[src/rtl/lsu_byte_master.sv]
// Load/store initiator: performs word/half/byte accesses as big-endian
// byte transfers on a req/ack memory port.
module lsu_byte_master #(
    parameter int unsigned TIMEOUT_CYCLES = 255,
    parameter bit          ALIGN_CHECK    = 1'b1
) (
    input  logic        clk,
    input  logic        rst_n,
    input  logic        req_valid,
    output logic        req_ready,
    input  logic        req_write,
    input  logic [31:0] req_addr,
    input  logic [31:0] req_wdata,
    input  logic [1:0]  req_dsize,
    input  logic        req_signed,
    output logic        resp_valid,
    output logic [31:0] resp_rdata,
    output logic        resp_err,
    output logic        busy,
    output logic        mem_req,
    output logic        mem_we,
    output logic [31:0] mem_addr,
    output logic [7:0]  mem_wdata,
    input  logic        mem_ack,
    input  logic [7:0]  mem_rdata
);

    typedef enum logic [1:0] {
        IDLE,
        XFER,
        RESP
    } state_t;

    localparam logic [7:0] TMO_LAST = 8'(TIMEOUT_CYCLES - 1);

    state_t      state, state_nx;
    logic [31:0] base_q;
    logic [31:0] wdata_q;
    logic [31:0] acc_q;
    logic [1:0]  dsize_q;
    logic [1:0]  idx_q;
    logic [7:0]  tmo_q;
    logic        write_q;
    logic        signed_q;
    logic        err_q;

    logic        misalign;
    logic        bad_req;
    logic        last_byte;
    logic        tmo_hit;
    logic [1:0]  wsel;
    logic [31:0] load_ext;

    assign misalign = ALIGN_CHECK &&
        ((req_dsize == 2'd3 && req_addr[1:0] != 2'd0) ||
         (req_dsize == 2'd1 && req_addr[0]));
    assign bad_req   = (req_dsize == 2'd2) || misalign;
    assign last_byte = (idx_q == dsize_q);
    assign tmo_hit   = (tmo_q == TMO_LAST);

    // Byte position of transfer idx within the right-aligned store field.
    assign wsel = 2'd3 - dsize_q + idx_q;

    assign busy      = (state != IDLE);
    assign req_ready = (state == IDLE);

    always_comb begin
        state_nx = state;
        unique case (state)
            IDLE: begin
                if (req_valid) state_nx = bad_req ? RESP : XFER;
            end
            XFER: begin
                if (mem_ack) begin
                    if (last_byte) state_nx = RESP;
                end else if (tmo_hit) begin
                    state_nx = RESP;
                end
            end
            RESP:    state_nx = IDLE;
            default: state_nx = IDLE;
        endcase
    end

    always_ff @(posedge clk or negedge rst_n) begin
        if (!rst_n) begin
            state    <= IDLE;
            base_q   <= '0;
            wdata_q  <= '0;
            acc_q    <= '0;
            dsize_q  <= '0;
            idx_q    <= '0;
            tmo_q    <= '0;
            write_q  <= 1'b0;
            signed_q <= 1'b0;
            err_q    <= 1'b0;
        end else begin
            state <= state_nx;
            unique case (state)
                IDLE: begin
                    if (req_valid) begin
                        base_q   <= req_addr;
                        wdata_q  <= req_wdata;
                        dsize_q  <= req_dsize;
                        write_q  <= req_write;
                        signed_q <= req_signed;
                        err_q    <= bad_req;
                        idx_q    <= '0;
                        tmo_q    <= '0;
                        acc_q    <= '0;
                    end
                end
                XFER: begin
                    if (mem_ack) begin
                        acc_q <= {acc_q[23:0], mem_rdata};
                        idx_q <= idx_q + 2'd1;
                        tmo_q <= '0;
                    end else begin
                        tmo_q <= tmo_q + 8'd1;
                        if (tmo_hit) err_q <= 1'b1;
                    end
                end
                default: ;
            endcase
        end
    end

    always_comb begin
        load_ext = acc_q;
        unique case (dsize_q)
            2'd0:    load_ext = {{24{signed_q & acc_q[7]}}, acc_q[7:0]};
            2'd1:    load_ext = {{16{signed_q & acc_q[15]}}, acc_q[15:0]};
            default: load_ext = acc_q;
        endcase
    end

    always_comb begin
        mem_req    = 1'b0;
        mem_we     = 1'b0;
        mem_addr   = '0;
        mem_wdata  = '0;
        resp_valid = 1'b0;
        resp_err   = 1'b0;
        resp_rdata = '0;
        unique case (state)
            XFER: begin
                mem_req  = 1'b1;
                mem_we   = write_q;
                mem_addr = base_q + {30'd0, idx_q};
                unique case (wsel)
                    2'd0:    mem_wdata = wdata_q[31:24];
                    2'd1:    mem_wdata = wdata_q[23:16];
                    2'd2:    mem_wdata = wdata_q[15:8];
                    default: mem_wdata = wdata_q[7:0];
                endcase
            end
            RESP: begin
                resp_valid = 1'b1;
                resp_err   = err_q;
                if (!err_q && !write_q) resp_rdata = load_ext;
            end
            default: ;
        endcase
    end

endmodule

[config.mk]
export PLATFORM = sky130hd
export DESIGN_NAME = lsu_byte_master
export DESIGN_NICKNAME = d
export VERILOG_FILES = /design/src/rtl/lsu_byte_master.sv
export SDC_FILE = /design/constraint.sdc
export NUM_CORES = 1
export LEC_CHECK = 0
export BUFFER_PORTS_ARGS = -buffer_cell sky130_fd_sc_hd__buf_2
export CORE_UTILIZATION = 40
export CTS_BUF_LIST = sky130_fd_sc_hd__clkbuf_4 sky130_fd_sc_hd__clkbuf_8 sky130_fd_sc_hd__clkbuf_16
export CTS_CLUSTER_SIZE = 8
export DETAILED_ROUTE_END_ITERATION = 8
export GPL_TIMING_DRIVEN = 0
export SLEW_MARGIN = 20
export SYNTH_ARGS = -nofsm -noshare
export SYNTH_HDL_FRONTEND = slang
export SYNTH_SLANG_ARGS = --single-unit
[constraint.sdc]
create_clock -name clk -period 6.5 [get_ports clk]
set_input_delay 1.3 -clock clk [delete_from_list [all_inputs] [get_ports clk]]
set_output_delay 1.3 -clock clk [all_outputs]
set_load 0.05 [all_outputs]
======== Word-level counts from Yosys, hierarchy flattened ========
Cells that the tools add are included.
operators by class
  $add $sub $neg .......................... 5
  muxes and demuxes ....................... 29
  bitwise gates (word level) .............. 2
  eq/ne operators ......................... 16
  reductions and logical operators ........ 18
operators by type and width
  cell                                                              count
  32-bit 2-to-1 mux                                                 5
  32-bit one-hot mux with 2 select lines                            2
  32-bit by 2-bit adder with 32-bit output                          1
  8-bit 2-to-1 mux                                                  3
  8-bit one-hot mux with 3 select lines                             1
  8-bit one-hot mux with 2 select lines                             1
  2-bit 2-to-1 mux                                                  7
  8-bit by 1-bit adder with 8-bit output (second input constant)    1
  2-bit by 1-bit == test with 1-bit output (second input constant)  4
  2-bit == test (second input constant)                             4
  8-bit == test (second input constant)                             1
  2-bit inequality test (second input constant)                     4
  2-bit one-hot mux with 2 select lines                             2
  1-bit 2-to-1 mux                                                  7
  2-bit logical NOT                                                 3
  3-bit inequality test (second input constant)                     2
  3-bit AND reduction                                               2
  2-bit nonzero test                                                3
  2-bit AND reduction                                               2
  4-bit AND reduction                                               1
  1-bit logical AND                                                 3
  2-bit by 1-bit adder with 2-bit output (second input constant)    1
  2-bit adder                                                       1
  1-bit AND                                                         2
  other kinds (5)                                                   7
word-level totals
  bits in registers ....................... 113
  output and inout port bits .............. 78
  logic and storage cells ................. 80

======== Logic depth before layout (Yosys ltp) ========
  depth after elaboration ................. 7
  gate-level depth with buffers ........... 8
  gate-level depth less buffers ........... 6

======== Worst setup path after synthesis ========
OpenSTA, ideal clock, no wires.
  path kind ............................... register -> output
  start point ............................. reg idx_q[1]
  end point ............................... out mem_addr[27]
  stages on the path, launching flop included .. 6
  path buffers ............................ 1
  setup slack ............................. 2.108 ns
  arrival time ............................ 3.092 ns
  cells stage by stage .................... dfrtp_1 > ha_1 > a21oi_1 > or4_4 > buf_6 > o41ai_1
between the ends
  longest elaborated chain between the ends .. 2
RTL lines
  what                                      line  RTL
  start, declared                           41    logic [1:0] idx_q;
  start signal, assigned                    116   idx_q <= idx_q + 2'd1;
  32-bit by 2-bit adder with 32-bit output  149   mem_addr = base_q + {30'd0, idx_q};
  32-bit 2-to-1 mux                         145   unique case (state)
  end, declared                             22    output logic [31:0] mem_addr,
No other way between the ends.

======== Final worst setup path ========
  start point ............................. reg dsize_q[0]
  end point ............................... out mem_wdata[2]
between the ends
  longest elaborated chain between the ends .. 5
  elaborated cells between the ends (all ways) .. 7
  those cells by class .................... 2 x add/sub; 2 x eq/ne; 2 x mux; 1 x reduce/logical
RTL lines
  what                                     line  RTL
  start, declared                          40    logic [1:0] dsize_q;
  start signal, assigned                   104   dsize_q <= req_dsize;
  2-bit subtractor *                       62    assign wsel = 2'd3 - dsize_q + idx_q;
  2-bit adder *                            62
  2-bit == test (tied with other cells)    150   unique case (wsel)
  8-bit one-hot mux with 3 select lines *  150
  8-bit 2-to-1 mux *                       145
  end, declared                            23    output logic [7:0] mem_wdata,
Every way passes the cells marked *; elsewhere a longest branch is shown, timed or not.

==> results.toml <==
[timing]
timing.fmax_mhz = 232
whs_ns = 0.495
fin_setup_tns_ns = 0
slew_headroom_pct = 37.6
fin_crit_sh_pct = 66.2
rsz0062_at_grt = "no"
final-setup-viol-count = 0
hold_violations = 0
layout_min_cycle_time_ns = 4.30
drv_slew = 0
tightest_slew_ns = 0.929
clock_skew_ns = 0.0184

[power_and_ir_drop]
cellPowerDensity_nw_per_um2 = 504
power.leakage_nw = 3.51
vdd.ir_drop.worst_mv = 0.333

[global_route]
grt_pass1_wl_um = 24300
grt-busiest-layer = "met2"
grtUsageMet3_pct = 5.67
grt_pass1_vias = 4761
antenna_found_initial = 1
met1_usage_pct = 28.7
gr-total-overflow = 0
track_usage_pct = 21.1
grt_util_met2_pct = 32.7
grt_max_degree = 62

[drt]
wl_per_cell_um = 16.4
drt_iter0_markers = 279
route.detailed.drc = 0
ant_nets = 0
wl_um = 14900
num_vias = 4854
vias_per_cell = 5.34
first_pass_iters = 5

[synth]
ys.flop_type = "dfrtp_1"
syn_inst = 542
syn-num-nets = 628
seq_area_frac_synth_pct = 48.5
synth_area_leader_cell = "dfrtp_1"
ys_warn_count = 0
ys_ff_latch = 113
synth_top_area_share_pct = 48.5
synth.avg_cell_area_um2 = 10.8
async_flop_share_pct = 100
synth_enable_flop_cells = 0
ys_types = 46
synth_area_um2 = 5830
yosys-top-cells-area = "dfrtp_1, mux2_2, a22o_1, mux2i_1, a21oi_1"

[floorplanning]
fp.dieH_um = 123
die_w_um = 123
dieArea_um2 = 15100
core_area_um2 = 14000
num_rows = 43
start_util_pct = 41.5
io_pins = 158

[clock_tree]
clk_latency_ns = 0.41
post_cts_buffers = 0
clockBufferDepth = 2
cts.sinks = 113
htreeDepth = 4
holdBufCountCts = 0
clk_pin_slew_ns = 0.05
cts_made_buffers = 17
cts_resized = 0
root_buffer = "clkbuf_16"
cts_tree = "done"

[setup_path]
reg2reg_to = "acc_q[1]"
r2r_start = "state[1]"
cp.required_ns = 5.20
path_class = "flop to output port"
reg2reg_setup_slack_ns = 4.28
worstRegToRegCells = 8
setup.worst_path.start_class = "flop"
arrival_ns = 3.00
worstPathMaxFanout = 10
cp-end-kind = "output port"

[worst_hold_path]
hold_path_class = "flop to flop"
min_from = "tmo_q[7]"
whs_endpoint = "tmo_q[7]"
hold_depth = 1

[flow_run]
maxCapViolations = 0

[finish]
final_net_count = 805
final_cell_mix = "buf_2, dfrtp_1, mux2_2, a21oi_1, a22o_1"
layout_commonest_cell = "buf_2"
drive_gt1_share_pct = 36.7
fillCellCount = 1299
area_growth_pct = 27.8

[placed_design]
dp_hpwl_um = 11000
gp_congestion = 0.821
io_buffers = 157

[run_status]
status = "completed"
==> final cells by class <==
cell class,count,area [um^2],area share [%]
clock buffers,22,488,6.55
diodes,1,2.50,0.0336
well taps,180,225,3.03
multi-input cells,372,2770,37.2
repair buffers,158,820,11.0
inverters,22,82.6,1.11
flip-flops and latches,113,2830,38.0
clock inverters,6,82.6,1.11
plain buffers,35,146,1.97
==> cell families (layout without fill, tap and decap cells) <==
logic type / count (synthesis) / count (layout) / synth area share [%]
AO/OA/AOI/OAI: 127 / 127 / 14.3
XOR/XNOR: 16 / 16 / 2.53
adder cells (fa/ha/maj): 6 / 6 / 1.42
buffers and inverters: 57 / 243 / 3.93
flip-flops: 113 / 113 / 48.5
multiplexers: 88 / 88 / 16.6
other: 0 / 1 / 0
AND/OR/NAND/NOR: 135 / 135 / 12.7
==> state kept, by name, summed over array words and instances, names as in the netlist <==
register	flops
base_q	32
tmo_q	8
wdata_q	32
state	2
acc_q	32
idx_q	2
write_q	1
signed_q	1
err_q	1
dsize_q	2
==> worst max-delay path: stages, from the launching register on <==
cell,delay (ns)
dfrtp_1,0.36
clkbuf_1,0.32
inv_1,0.11
ha_1,0.24
xnor2_2,0.55
buf_2,0.43
mux2i_1,0.13
o22ai_1,0.16
buf_2,0.30
==> power by group <==
group          switching (mW)  total [mW]  leakage (nW)  internal, mW
registers               0.252        1.23          1.41         0.980
logic                    1.02        1.62          1.82         0.602
clock network           0.301       0.899         0.283         0.597
total                    1.57        3.75          3.51          2.18
==> stage by stage <==
stage | area (um^2) | power [mW] | util, % | setup WS (ns) | std cells
3_5_place_dp | 6870 | 2.87 | 48.9 | 2.62 | 880
4_1_cts | 7440 | 3.79 | 53.0 | 2.17 | 908
2_1_floorplan | 5830 | 2.44 | - | 2.11 | 542
5_1_grt | 7440 | 3.99 | 53.0 | 1.93 | 909
3_3_place_gp | 6840 | 2.83 | 48.7 | 2.59 | 879
6_report | 7440 | 3.75 | 53.0 | 2.20 | 909
==> worst max path at each step <==
stage | depth (start not counted) | start | to | slack, ns
finish | 8 | dsize_q[0] | mem_wdata[2] | 2.20
floorplan | 5 | idx_q[1] | mem_addr[27] | 2.11
global route | 8 | dsize_q[0] | mem_wdata[2] | 1.93
CTS | 6 | state[0] | resp_rdata[22] | 2.17
detailed placement | 6 | state[0] | resp_rdata[22] | 2.62
global placement | 8 | dsize_q[0] | mem_wdata[5] | 2.59
==> synthesized netlist by cell type, types with 2 or more instances <==
| master | count |
|---|---|
| or4_1 | 3 |
| nand2_1 | 27 |
| xor2_1 | 8 |
| nor2_1 | 29 |
| nand4_1 | 10 |
| inv_1 | 22 |
| buf_1 | 3 |
| nor3_1 | 4 |
| o311ai_0 | 2 |
| a41o_1 | 5 |
| mux2i_1 | 20 |
| o41ai_1 | 2 |
| clkbuf_1 | 25 |
| and3_1 | 4 |
| or3_1 | 6 |
| nand2b_1 | 9 |
| o21ai_0 | 27 |
| o22ai_1 | 8 |
| o31ai_1 | 3 |
| nor2b_1 | 2 |
| dfrtp_1 | 113 |
| and2_1 | 17 |
| a22o_1 | 33 |
| buf_2 | 6 |
| nand3_1 | 9 |
| ha_1 | 5 |
| mux2_2 | 68 |
| a21oi_1 | 36 |
| xnor2_1 | 7 |
| a31oi_1 | 6 |
| and4_1 | 8 |
==> layer usage <==
| metal | share of wire [%] | vias up |
|---|---|---|
| li1 | - | 2327 |
| met1 | 46 | 2394 |
| met2 | 47 | 121 |
| met3 | 5.2 | 12 |
| met4 | 1.2 | 0 |
| met5 | 0 | - |
Note: power is estimated with default switching activity, not from simulation.
